`src/rtl/fb_port_arbiter.sv`:
```
// Single-port framebuffer RAM arbiter in the pixel clock domain: scanout reads,
// CPU plot writes and a background phosphor-fade read-modify-write sweep.
module fb_port_arbiter #(
    parameter int C_addr_bits = 21,
    parameter int C_data_bits = 8,
    parameter int C_pixels    = 1310720
) (
    input  logic                   clk_pixel,
    input  logic                   reset,
    input  logic                   scan_req,
    input  logic [C_addr_bits-1:0] scan_addr,
    output logic                   scan_valid,
    output logic [C_data_bits-1:0] scan_data,
    input  logic                   plot_req,
    input  logic [C_addr_bits-1:0] plot_addr,
    input  logic [C_data_bits-1:0] plot_data,
    output logic                   plot_ack,
    input  logic                   fade_start,
    input  logic [C_data_bits-1:0] fade_step,
    output logic                   fade_busy,
    output logic [C_addr_bits-1:0] mem_addr,
    output logic                   mem_we,
    output logic [C_data_bits-1:0] mem_wdata,
    input  logic [C_data_bits-1:0] mem_rdata
);

    localparam int SCAN_LAT = 2;
    localparam logic [C_addr_bits-1:0] LAST_ADDR = C_addr_bits'(C_pixels - 1);

    typedef enum logic [2:0] {
        F_IDLE,
        F_READ,
        F_WAIT1,
        F_WAIT2,
        F_WRITE
    } fade_state_t;

    fade_state_t            fade_state_reg;
    fade_state_t            fade_state_next;
    logic [C_addr_bits-1:0] fade_addr_reg;
    logic [C_data_bits-1:0] fade_step_reg;
    logic [C_data_bits-1:0] fade_val_reg;
    logic [C_data_bits-1:0] fade_wdata;

    logic fade_rd_req;
    logic fade_wr_req;
    logic fade_rmw_open;
    logic plot_hazard;
    logic plot_eligible;
    logic grant_scan;
    logic grant_fade_wr;
    logic grant_plot;
    logic grant_fade_rd;

    logic [C_addr_bits-1:0] mem_addr_reg;
    logic                   mem_we_reg;
    logic [C_data_bits-1:0] mem_wdata_reg;
    logic [C_addr_bits-1:0] slot_addr;
    logic                   slot_we;
    logic [C_data_bits-1:0] slot_wdata;
    logic                   slot_used;

    logic [SCAN_LAT-1:0] scan_pipe_reg;

    // Fade FSM: state register
    always_ff @(posedge clk_pixel) begin
        if (reset) begin
            fade_state_reg <= F_IDLE;
        end else begin
            fade_state_reg <= fade_state_next;
        end
    end

    // Fade FSM: next-state logic
    always_comb begin
        fade_state_next = fade_state_reg;
        case (fade_state_reg)
            F_IDLE:  if (fade_start) fade_state_next = F_READ;
            F_READ:  if (grant_fade_rd) fade_state_next = F_WAIT1;
            F_WAIT1: fade_state_next = F_WAIT2;
            F_WAIT2: fade_state_next = F_WRITE;
            F_WRITE: begin
                if (grant_fade_wr) begin
                    fade_state_next = (fade_addr_reg == LAST_ADDR) ? F_IDLE : F_READ;
                end
            end
            default: fade_state_next = F_IDLE;
        endcase
    end

    // Fade FSM: outputs
    always_comb begin
        fade_busy     = (fade_state_reg != F_IDLE);
        fade_rd_req   = (fade_state_reg == F_READ);
        fade_wr_req   = (fade_state_reg == F_WRITE);
        fade_rmw_open = (fade_state_reg == F_WAIT1) || (fade_state_reg == F_WAIT2) ||
                        (fade_state_reg == F_WRITE);
    end

    always_ff @(posedge clk_pixel) begin
        if (reset) begin
            fade_addr_reg <= '0;
            fade_step_reg <= '0;
            fade_val_reg  <= '0;
        end else begin
            case (fade_state_reg)
                F_IDLE: begin
                    if (fade_start) begin
                        fade_step_reg <= fade_step;
                        fade_addr_reg <= '0;
                    end
                end
                F_WAIT2: fade_val_reg <= mem_rdata;
                F_WRITE: begin
                    if (grant_fade_wr && fade_addr_reg != LAST_ADDR) begin
                        fade_addr_reg <= fade_addr_reg + 1'b1;
                    end
                end
                default: ;
            endcase
        end
    end

    assign fade_wdata = (fade_val_reg < fade_step_reg) ? '0 : (fade_val_reg - fade_step_reg);

    // A plot to the pixel whose decay is in flight must land after the write-back.
    assign plot_hazard   = fade_rmw_open && (plot_addr == fade_addr_reg);
    assign plot_eligible = plot_req && !plot_hazard;

    assign grant_scan    = scan_req;
    assign grant_fade_wr = fade_wr_req && !scan_req;
    assign grant_plot    = plot_eligible && !scan_req && !fade_wr_req;
    assign grant_fade_rd = fade_rd_req && !scan_req && !fade_wr_req && !plot_eligible;

    assign plot_ack = grant_plot && !reset;

    always_comb begin
        slot_used  = 1'b1;
        slot_we    = 1'b0;
        slot_addr  = mem_addr_reg;
        slot_wdata = mem_wdata_reg;
        if (grant_scan) begin
            slot_addr = scan_addr;
        end else if (grant_fade_wr) begin
            slot_we    = 1'b1;
            slot_addr  = fade_addr_reg;
            slot_wdata = fade_wdata;
        end else if (grant_plot) begin
            slot_we    = 1'b1;
            slot_addr  = plot_addr;
            slot_wdata = plot_data;
        end else if (grant_fade_rd) begin
            slot_addr = fade_addr_reg;
        end else begin
            slot_used = 1'b0;
        end
    end

    always_ff @(posedge clk_pixel) begin
        if (reset) begin
            mem_addr_reg  <= '0;
            mem_we_reg    <= 1'b0;
            mem_wdata_reg <= '0;
        end else begin
            mem_we_reg <= slot_we;
            if (slot_used) begin
                mem_addr_reg  <= slot_addr;
                mem_wdata_reg <= slot_wdata;
            end
        end
    end

    assign mem_addr  = mem_addr_reg;
    assign mem_we    = mem_we_reg;
    assign mem_wdata = mem_wdata_reg;

    // Scan request follows its read through the RAM latency.
    generate
        for (genvar gi = 0; gi < SCAN_LAT; gi++) begin : g_scan_pipe
            always_ff @(posedge clk_pixel) begin
                if (reset) begin
                    scan_pipe_reg[gi] <= 1'b0;
                end else if (gi == 0) begin
                    scan_pipe_reg[gi] <= scan_req;
                end else begin
                    scan_pipe_reg[gi] <= scan_pipe_reg[(gi == 0) ? 0 : gi-1];
                end
            end
        end
    endgenerate

    assign scan_valid = scan_pipe_reg[SCAN_LAT-1];
    assign scan_data  = mem_rdata;

endmodule

```
`config.mk`:
```
export PLATFORM = sky130hd
export DESIGN_NAME = fb_port_arbiter
export DESIGN_NICKNAME = d
export VERILOG_FILES = /design/src/rtl/fb_port_arbiter.sv
export SDC_FILE = /design/constraint.sdc
export NUM_CORES = 1
export LEC_CHECK = 0
export ABC_AREA = 1
export ABC_CLOCK_PERIOD_IN_PS = 2900
export CORE_ASPECT_RATIO = 0.75
export CORE_UTILIZATION = 50
export DETAILED_ROUTE_END_ITERATION = 8
export PLACE_DENSITY = 0.81
export SYNTH_ARGS = -nofsm -noshare
export SYNTH_HDL_FRONTEND = slang
export SYNTH_SLANG_ARGS = --single-unit
```
`constraint.sdc`:
```
create_clock -name clk_pixel -period 2.9 [get_ports clk_pixel]
set_input_delay 0.58 -clock clk_pixel [delete_from_list [all_inputs] [get_ports clk_pixel]]
set_output_delay 0.58 -clock clk_pixel [all_outputs]
set_load 0.05 [all_outputs]
```
==> results.cfg <==
[synth]
ys_warn_count = 0
syn_area_um2 = 4620
syn_avg_cell_area_um2 = 6.36
synth-seq-cells = 72
syn_nets = 808
postSynthCellCount = 727
yosysUniqueCellTypes = 37
ys_seq_area_share_pct = 31.2

[sta]
max_freq_ghz = 0.371
period_minus_slack_ns = 2.70
rsz0062_at_grt = false
final_hold_viol_count = 0
setup_ws_ns = 0.202
fin_crit_sh_pct = 93.0
final.setup_skew_ns = 0.00369
tightest_slew_ns = 0.552
maxSlewViolCount = 0
finalSetupViolCount = 0
tns_ns = 0
relSlewSlack_pct = 63.1
hold_slack_ns = 0.435

[worst_setup_path]
cp-start-kind = primary input
crit_type = in -> out
cp_max_fo = 3
end_kind = primary output
worstPathRequired_ns = 2.32
critPathLaunch = plot_addr[2]
arrival_ns = 2.12
r2r-start = fade_addr_reg[0]$_SDFFE_PP0P_

[place]
placed_cell_area_um2 = 5770
post-dp-hpwl_mm = 11.5
place_congestion = 1.01
place_ws_ns = 0.270
portBuffers = 111

[die]
die-area_um2 = 9640
rows = 29
start_util_pct = 53.1
core_area_um2 = 8710
die_w_um = 113
ioPinCount = 112
die_h_um = 85.3

[power_and_ir_drop]
leakage_nw = 2.62
p_clk_share_pct = 30.7
p_sw_mw = 1.45
p_total_mw = 3.76
combPwrFrac_pct = 38.0
netSwitchingFraction_pct = 38.5
seqPwrFrac_pct = 31.3
power_density_nw_per_um2 = 619
max-vdd-ir-drop_mv = 0.423
p_int_mw = 2.31

[clock_tree]
h-tree-depth = 3
clock_path_buffers = 2
clkSinkCount = 72
clock_latency_ns = 0.34
cts_resized = 0
postCtsSetupBuffers = 0
numCtsBuffers = 9
cts_root_buf = clkbuf_16
cts_hold_buf = 0
path_clk_slew_ns = 0.06
cts_tree = yes

[hold_path]
holdCritStartpoint = scan_pipe_reg[0]$_SDFF_PP0_
hold_class = reg -> reg

[layout]
fillers = 796
syn_to_final_growth_pct = 31.4
finalNetCount = 901
drive_gt1_share_pct = 6.42
fin_area_um2 = 6080
diodes = 0

[route]
drt_first_iter_violations = 532
viasPerCell = 5.71
finalWirelength_mm = 15.4
dr.pass1.iters = 8
num_vias = 5326
drc_errors = 0
ant_nets = 0
wl_per_cell_um = 16.5

[global_route]
grt_pass1_vias = 4896
grt-ovfl-total = 0
grt_usage_pct = 32.6
grt_pass1_wl_mm = 24.6
grt_max_degree = 27
antenna_found_initial = 0

[outcome]
status = complete, no violations

[job]
cap_violations = 0
[per-stage QoR]
stage / std cells / util [%]
finish: 933 / 69.8
global route: 933 / 69.8
CTS: 933 / 69.8
detailed placement: 917 / 66.2
global placement: 917 / 66.2
floorplan: 727 / -
[area by class of cell]
class	count	area [µm²]	share of cell area [%]
Clock buffer	11	253	4.16
Clock inverter	5	55.1	0.906
Inverter	79	302	4.96
Multi-Input combinational cell	530	2640	43.5
Sequential cell	72	1440	23.7
Tap cell	108	135	2.22
Timing Repair Buffer	128	1250	20.6
[layer usage]
layer / GRT usage [%] / vias to the layer above / wire length, µm
li1: - / 2559 / -
met1: 45.8 / 2414 / 6940
met2: 48.4 / 312 / 6440
met3: 8.36 / 41 / 1630
met4: 10.9 / 0 / 348
met5: 0 / - / 0
[cell usage after synthesis, drive strengths merged]
cell,n,area [µm²]
nand4,34,213
a21o,1,7.51
nor3,14,104
o21ai,52,260
nand3,55,280
dfxtp,72,1440
a21boi,21,158
nand2,196,753
ha,9,113
buf,24,154
fa,1,20.0
o21a,1,7.51
nor2,64,248
a21oi,66,345
xnor2,4,35.0
clkbuf,22,85.1
o211ai,1,7.51
inv,78,298
o21bai,1,7.51
nor4,1,6.26
clkinv,1,3.75
and3,1,6.26
xor2,8,70.1
[kinds of logic after synthesis]
family | Yosys count | synth area share, %
adders and majority gates | 10 | 2.87
AOI/OAI and AO/OA | 143 | 17.2
buffers and inverters | 125 | 11.7
DFF | 72 | 31.2
xor gates and xnor gates | 12 | 2.27
and+or+nand+nor | 365 | 34.8
[critical path, cell delays in order]
cell             delay [ns]
clkdlybuf4s50_1        0.52
inv_1                  0.08
nand2_1                0.06
nand2_1                0.08
nor2_1                 0.11
nand2_1                0.06
nor2_1                 0.10
nand3_1                0.15
nand3_2                0.14
nor2_1                 0.08
buf_12                 0.16
[worst paths after layout]
path              cells after the start  slack, ns                        endpoint
hold reg to reg                       2       0.44           scan_valid$_SDFF_PP0_
setup / recovery                     11       0.20                        plot_ack
hold / removal                        2       0.44           scan_valid$_SDFF_PP0_
setup reg to reg                     10       0.58  fade_addr_reg[20]$_SDFFE_PP0P_
[power by group through the flow]
stage / registers (mW) / logic [mW] / clock network (mW)
floorplan: 1.35 / 0.807 / 0
global placement: 1.19 / 1.36 / 0
detailed placement: 1.19 / 1.39 / 0
CTS: 1.18 / 1.40 / 1.16
global route: 1.19 / 1.55 / 1.21
finish: 1.18 / 1.43 / 1.16
[placed cells by master (no fill, tap or decap), types with 2 or more instances in the layout]
cell type / n
nand2_1: 191
clkdlybuf4s50_1: 110
inv_1: 73
dfxtp_1: 72
nor2_1: 63
a21oi_1: 62
nand3_1: 54
o21ai_0: 42
nand4_1: 34
a21boi_0: 21
buf_4: 17
nor3_1: 11
o21ai_1: 10
ha_1: 9
clkbuf_16: 9
xor2_1: 8
inv_2: 4
xnor2_1: 4
nand2_2: 4
a21oi_2: 4
nor3_4: 3
clkinv_2: 2
clkbuf_8: 2
clkinvlp_4: 2
(Power assumes the default switching activity.)
